### src/rtl/fifo_rd_serializer.sv
// fifo_rd_serializer: pops wide words from a show-ahead FIFO and streams each
// word out as IN_WIDTH/OUT_WIDTH narrow beats, least-significant slice first.
//
// Ports:
//   clk          system clock, rising edge
//   reset        asynchronous active-low reset
//   en           pop enable; a held word always drains, only new pops stop
//   fifo_empty   FIFO empty flag
//   fifo_r_data  FIFO head word (valid while fifo_empty=0)
//   fifo_r_en    combinational pop strobe back to the FIFO
//   out_valid    out_data carries a beat
//   out_ready    downstream accepts the beat
//   out_data     current beat
//   out_last     current beat is the final slice of its word
//   busy         a word is held (same as out_valid)
module fifo_rd_serializer #(
  parameter int unsigned IN_WIDTH  = 384,
  parameter int unsigned OUT_WIDTH = 48,
  parameter int unsigned CNT_WIDTH = 3
) (
  input  logic                 clk,
  input  logic                 reset,
  input  logic                 en,
  input  logic                 fifo_empty,
  input  logic [IN_WIDTH-1:0]  fifo_r_data,
  output logic                 fifo_r_en,
  output logic                 out_valid,
  input  logic                 out_ready,
  output logic [OUT_WIDTH-1:0] out_data,
  output logic                 out_last,
  output logic                 busy
);

  localparam int unsigned RATIO = IN_WIDTH / OUT_WIDTH;
  localparam logic [CNT_WIDTH-1:0] LAST_CNT = CNT_WIDTH'(RATIO - 1);

  localparam logic [0:0] ST_IDLE = 1'b0;
  localparam logic [0:0] ST_SEND = 1'b1;

  logic [0:0]           state_q, state_d;
  logic [IN_WIDTH-1:0]  shreg_q, shreg_d;
  logic [CNT_WIDTH-1:0] beat_cnt_q, beat_cnt_d;

  logic accept;
  logic done;

  // Output decode straight from the state flops.
  assign out_valid = (state_q == ST_SEND);
  assign busy      = out_valid;
  assign out_data  = shreg_q[OUT_WIDTH-1:0];
  assign out_last  = out_valid & (beat_cnt_q == LAST_CNT);

  // Next-state logic; a finishing word may reload in the same edge (no bubble).
  always_comb begin
    state_d    = state_q;
    shreg_d    = shreg_q;
    beat_cnt_d = beat_cnt_q;

    accept    = out_valid & out_ready;
    done      = accept & (beat_cnt_q == LAST_CNT);
    // reset term keeps the pop strobe low for the whole time reset is held
    fifo_r_en = reset & en & ~fifo_empty & ((state_q == ST_IDLE) | done);

    if (fifo_r_en) begin
      shreg_d    = fifo_r_data;
      beat_cnt_d = '0;
      state_d    = ST_SEND;
    end else if (done) begin
      shreg_d    = shreg_q >> OUT_WIDTH;
      beat_cnt_d = '0;
      state_d    = ST_IDLE;
    end else if (accept) begin
      shreg_d    = shreg_q >> OUT_WIDTH;
      beat_cnt_d = beat_cnt_q + CNT_WIDTH'(1);
    end
  end

  // State registers.
  always_ff @(posedge clk or negedge reset) begin
    if (!reset) begin
      state_q    <= ST_IDLE;
      shreg_q    <= '0;
      beat_cnt_q <= '0;
    end else begin
      state_q    <= state_d;
      shreg_q    <= shreg_d;
      beat_cnt_q <= beat_cnt_d;
    end
  end

endmodule
### config.mk
export PLATFORM = sky130hd
export DESIGN_NAME = fifo_rd_serializer
export DESIGN_NICKNAME = d
export VERILOG_FILES = /design/src/rtl/fifo_rd_serializer.sv
export SDC_FILE = /design/constraint.sdc
export NUM_CORES = 1
export LEC_CHECK = 0
export CELL_PAD_IN_SITES_DETAIL_PLACEMENT = 1
export CELL_PAD_IN_SITES_GLOBAL_PLACEMENT = 1
export CORE_MARGIN = 2
export CORE_UTILIZATION = 27
export DETAILED_ROUTE_END_ITERATION = 8
export PLACE_DENSITY_LB_ADDON = 0.1
export SLEW_MARGIN = 20
export SYNTH_ARGS = -nofsm -noshare
export SYNTH_HDL_FRONTEND = slang
export SYNTH_SLANG_ARGS = --single-unit
### constraint.sdc
create_clock -name clk -period 5.5 [get_ports clk]
set_input_delay 1.1 -clock clk [delete_from_list [all_inputs] [get_ports clk]]
set_output_delay 1.1 -clock clk [all_outputs]
set_load 0.005 [all_outputs]
==> impl_metrics.json, run 1 <==
{
  "nNetsFinal": 2036,
  "cts_tree": "yes",
  "r2r_slack_ps": 2130,
  "root_buffer": "clkbuf_16",
  "postCtsSetupRepairBufs": 0,
  "pin_count": 441,
  "rr_startpoint": "beat_cnt_q[0]",
  "avgSynthCellArea_um2": 12.9,
  "place_hpwl_um": 41800,
  "antenna_found_initial": 28,
  "fin_crit_ps": 4020,
  "hold_viol": 0,
  "final_util_pct": 37.2,
  "grt_pass1_wl_um": 98100,
  "gp_congestion": 0.763,
  "yosysUniqueCellTypes": 29,
  "chipWidth_um": 257,
  "clock_path_buffers": 3,
  "max_slew_margin_pct": 27.9,
  "ys_top_cells_by_area": "dfrtp_1, o221a_2, or3_1",
  "h-tree-depth": 2,
  "powerDensity_mw_per_mm2": 490,
  "fp.dieArea_mm2": 0.0662,
  "detailedPlace.worstSlack_ps": 1410,
  "fin_crit_sh_pct": 73.1,
  "cp-end-kind": "primary output",
  "fin_ws_ps": 1480,
  "cp.required_ps": 4400,
  "io_buffers": 440,
  "dpl_cell_area_mm2": 0.0219,
  "whs_ps": 398,
  "clock-sinks": 388,
  "clk_pin_slew_worst_paths_ps": 60,
  "drt_pass1_iterations": 5,
  "critical_path_class": "input port to primary output",
  "routed_via_density": 5.30,
  "syn_to_final_growth_pct": 35.9,
  "synth.largest_area_cell": "dfrtp_1",
  "die_h_um": 257,
  "antenna_left": 0,
  "grt.overflow.total": 0,
  "cts-resized-gates": 0,
  "max-cap-violations": 0,
  "max_slew.worst_pin.slew_ps": 1080,
  "hold_class": "input port to async pin",
  "synthesis.nets": 1736,
  "fmax_mhz": 249,
  "drive_above_1_share_pct": 19.8,
  "grt_max_degree": 184,
  "post_drt_wl_per_cell_um": 25.7,
  "setup_viol": 0,
  "clk_latency_ps": 570,
  "start_kind": "input port",
  "rsz0062_at_grt": "false",
  "leakage_nw": 8.82,
  "track_usage_pct": 19.3,
  "numCtsBuffers": 48,
  "ys_seq_area_share_pct": 56.1,
  "cp.arrival_ps": 2920,
  "ys.warnings.count": 0,
  "num_vias": 13500,
  "ir_drop_mv": 0.230,
  "cts_hold_buffers": 0,
  "yosysTopAreaCellShare_pct": 56.1,
  "crit_path_max_fanout": 32,
  "num_rows": 92,
  "drc": 0,
  "coreArea_mm2": 0.0632,
  "drt_iter0_markers": 1057,
  "synth-seq-cells": 388,
  "netlist_area_mm2": 0.0173,
  "fin_area_mm2": 0.0235,
  "r2r-end": "shreg_q[324]",
  "status": "finished clean",
  "grt_pass1_vias": 14100,
  "wirelength_um": 65400,
  "initial_core_util_pct": 27.4,
  "skew_ps": 10.0,
  "reg2regPathDepth": 7,
  "final.setup.tns_ps": 0,
  "slew_violations": 0,
  "crit_path_start": "fifo_empty",
  "synthCells": 1345
}
## registers in the layout (all words and copies together), names as in the netlist
name,flops
busy,1
beat_cnt_q,3
shreg_q,384
## cell type report
cell class	count	area, µm²
Antenna cell	13	32.5
Clock buffer	73	1440
Clock inverter	12	135
Fill cell	6571	39700
Inverter	1	3.75
Multi-Input combinational cell	747	6510
Sequential cell	388	9710
Tap cell	846	1060
Timing Repair Buffer	459	4650
## per-layer routing
layer	up-vias	GRT usage (%)	share of wire [%]
met4	32	4.52	1.5
met1	6977	28.3	48
met3	86	5.35	6.3
met2	363	28.0	44
li1	6000	-	-
met5	-	0	0.34
## stage by stage
step / instances / power [W]
2_1_floorplan: 1345 / 0.00705
3_3_place_gp: 2441 / 0.00830
3_5_place_dp: 2441 / 0.00841
4_1_cts: 2526 / 0.0117
5_1_grt: 2533 / 0.0122
6_report: 2539 / 0.0115
## cells in the final DEF (no fill, tap or decap), types with 2 or more instances in the layout
cell / count
o221a_1: 103
or3_1: 336
dfrtp_1: 388
buf_4: 11
nand2_1: 3
diode_2: 13
clkbuf_8: 12
ha_1: 2
o221a_2: 233
clkdlybuf4s50_1: 439
clkbuf_16: 49
a22o_1: 48
buf_12: 8
o21ai_0: 4
clkinv_2: 9
clkbuf_1: 12
nor2b_1: 2
bufinv_16: 3
## worst max-delay path, cell delays in order
cell and delay (ps):
clkdlybuf4s50_1 450, nand3b_1 270, or2_4 470, inv_2 110, clkdlybuf4s50_1 500
## power by group
part,switching (W),internal [W]
sequential,0.000830,0.00400
combinational,0.00139,0.00212
clock,0.00127,0.00193
total,0.00349,0.00805
## cells in the mapped netlist (all sizes together)
cell / n
ha: 2
o21ai: 4
and4bb: 1
o21bai: 1
nor2: 1
nor2b: 2
a21oi: 1
and3b: 1
o221a: 336
nand2: 4
buf: 107
and2: 2
or2: 1
nand2b: 1
or3: 336
dfrtp: 388
a31oi: 1
nand3b: 1
nor3b: 1
a21boi: 1
nand4b: 1
clkbuf: 102
nand3: 1
inv: 1
a22o: 48
## worst max path at each step
stage	end	slack, ps	cells past startpoint
detailed placement	shreg_q[332]	1410	6
global placement	shreg_q[324]	1460	6
global route	fifo_r_en	1410	5
CTS	fifo_r_en	1480	5
finish	fifo_r_en	1480	5
floorplan	fifo_r_en	2430	5
## cells by family (layout without fill, tap and decap cells)
kind of cell | count (synthesis) | in the layout | synth area share, %
buffers and inverters | 210 | 545 | 6.49
flip-flops | 388 | 388 | 56.1
AO/OA/AOI/OAI | 392 | 392 | 24.5
adder cells (fa/ha/maj) | 2 | 2 | 0.144
other | 0 | 13 | 0
AND/OR/NAND/NOR | 353 | 353 | 12.8
Power figures use the tool's default switching activity.
==> inputs of run 2 (changes only) <==
Clock period 5.5 ns to 3.65 ns, I/O delays scaled along.
==> impl_metrics.json, run 2 (synthesis gave the netlist of run 1 again) <==
{
  "status": "finished clean",
  "cts_tree": "yes",
  "largest_reg_flops": 384,
  "hold_viol": 0,
  "met3_usage_pct": 5.86,
  "detailedPlace.worstSlack_ps": 540,
  "fin_crit_ps": 3450,
  "postCtsSetupRepairBufs": 0,
  "fin_area_mm2": 0.0237,
  "root_buffer": "clkbuf_16",
  "drive_above_1_share_pct": 20.3,
  "io_buffers": 440,
  "critPathMaxStageDelay_ps": 570,
  "hold_class": "flip-flop to flip-flop",
  "wirelength_um": 65200,
  "gp_congestion": 0.760,
  "numCtsBuffers": 48,
  "antenna_left": 0,
  "drc": 0,
  "rr_startpoint": "beat_cnt_q[0]",
  "cp.required_ps": 2920,
  "fp.dieArea_mm2": 0.0662,
  "num_vias": 13500,
  "fin_crit_sh_pct": 94.4,
  "nNetsFinal": 2050,
  "grt_max_degree": 151,
  "start_kind": "input port",
  "clk_pin_slew_worst_paths_ps": 60,
  "critPathTopFamily": "buffers and inverters",
  "r2r-end": "shreg_q[182]",
  "mostFrequentLayoutCell": "clkdlybuf4s50_1",
  "pin_count": 441,
  "finalNonFillerCells": 2546,
  "final_cell_mix": "clkdlybuf4s50_1, dfrtp_1, or3_1, o221a_2, o221a_1",
  "h-tree-depth": 2,
  "routed_via_density": 5.30,
  "cp-end-kind": "primary output",
  "powerDensity_mw_per_mm2": 732,
  "chipWidth_um": 257,
  "critPathSlowestCell": "dlygate4sd3_1",
  "nFillCells": 6558,
  "regMostFlops": "shreg_q",
  "rsz0062_at_grt": "false",
  "max-cap-violations": 0,
  "holdPathStages": 1,
  "die_h_um": 257,
  "drt_iter0_markers": 1053,
  "dp.cells": 2454,
  "fmax_mhz": 290,
  "hold_start": "shreg_q[380]",
  "setup_viol": 0,
  "slew_violations": 0,
  "track_usage_pct": 19.2,
  "coreArea_mm2": 0.0632,
  "drt_pass1_iterations": 5,
  "grt_pass1_vias": 14300,
  "initial_core_util_pct": 27.4,
  "grt.overflow.total": 0,
  "grtUsageMet1_pct": 27.9,
  "clk_latency_ps": 580,
  "use_met2_pct": 27.9,
  "critical_path_class": "input port to primary output",
  "gr-max-usage-layer": "met2",
  "crit_path_max_fanout": 30,
  "antenna_found_initial": 27,
  "ir_drop_mv": 0.376,
  "syn_to_final_growth_pct": 37.1,
  "dpl_cell_area_mm2": 0.0221,
  "fin_ws_ps": 203,
  "num_rows": 92,
  "max_slew_margin_pct": 39.5,
  "path_buf_inv": 4,
  "place_hpwl_um": 42500,
  "worstPathCellList": "dlygate4sd3_1, buf_8, nand3b_1, or2_4, inv_2, clkdlybuf4s50_1",
  "r2r_slack_ps": 980,
  "post_drt_wl_per_cell_um": 25.6,
  "clock_path_buffers": 3,
  "reg2regPathDepth": 7,
  "cp.arrival_ps": 2720,
  "max_slew.worst_pin.slew_ps": 908,
  "whs_endpoint": "shreg_q[380]",
  "leakage_nw": 8.92,
  "skew_ps": 25.2,
  "clock-sinks": 388,
  "final.setup.tns_ps": 0,
  "grt_pass1_wl_um": 97900
}
## run 2: cell types whose count changed in the layout (fill, tap and decap cells not counted), sizes merged
cell         previous run  this run
buf                    20        33
bufinv                  3         1
clkbuf                 73        71
clkinv                  9         6
dlygate4sd3             0         1
## run 2: worst reg2reg max path: stages (launching register included)
cell and delay, ps:
dfrtp_1 410, ha_1 210, ha_1 240, a21boi_1 210, or2_4 200, buf_12 330, buf_12 460, o221a_2 530
## run 2: repair_timing
item,in CTS,in global routing
resized for setup,0,0
endpoints found under the hold margin,25,0
hold buffers,1,0
## run 2: metrics by stage
stage                     hold WS [ps]  util [%]  total power (W)
after floorplan                    434         -           0.0106
after global placement             484      35.0           0.0126
after detailed placement           485      35.0           0.0128
after global routing               517      37.5           0.0185
after CTS                          504      37.5           0.0177
final                              502      37.6           0.0174
## run 2: final cells by class
cell class                 instances  area, µm²  share of cell area (%)
clock buffer                      71       1470                    6.19
antenna                           13       32.5                   0.137
timing repair buffer             473       4880                    20.6
tap                              846       1060                    4.46
inverter                           1       3.75                  0.0158
multi-input combinational        747       6510                    27.4
clock inverter                     7       71.3                   0.301
sequential                       388       9710                    40.9
## run 2: worst max path at each step
stage               startpoint        end  slack (ps)  cells past startpoint
floorplan           fifo_empty  fifo_r_en        1320                      5
global placement    fifo_empty  fifo_r_en         550                      5
detailed placement  fifo_empty  fifo_r_en         540                      5
CTS                      reset  fifo_r_en         200                      6
global route             reset  fifo_r_en          90                      6
finish                   reset  fifo_r_en         200                      6
## run 2: where the power goes
part	leakage [nW]	total (W)	switching, W	internal, W
registers	4.35	0.00726	0.00123	0.00603
logic	3.80	0.00541	0.00210	0.00331
clock network	0.766	0.00471	0.00189	0.00282
total	8.92	0.0174	0.00522	0.0122
## run 2: routing by layer
metal | routed length, µm | share of wire, %
met1 | 31000 | 48
met2 | 28400 | 44
met3 | 4600 | 7.1
met4 | 968 | 1.5
met5 | 175 | 0.27
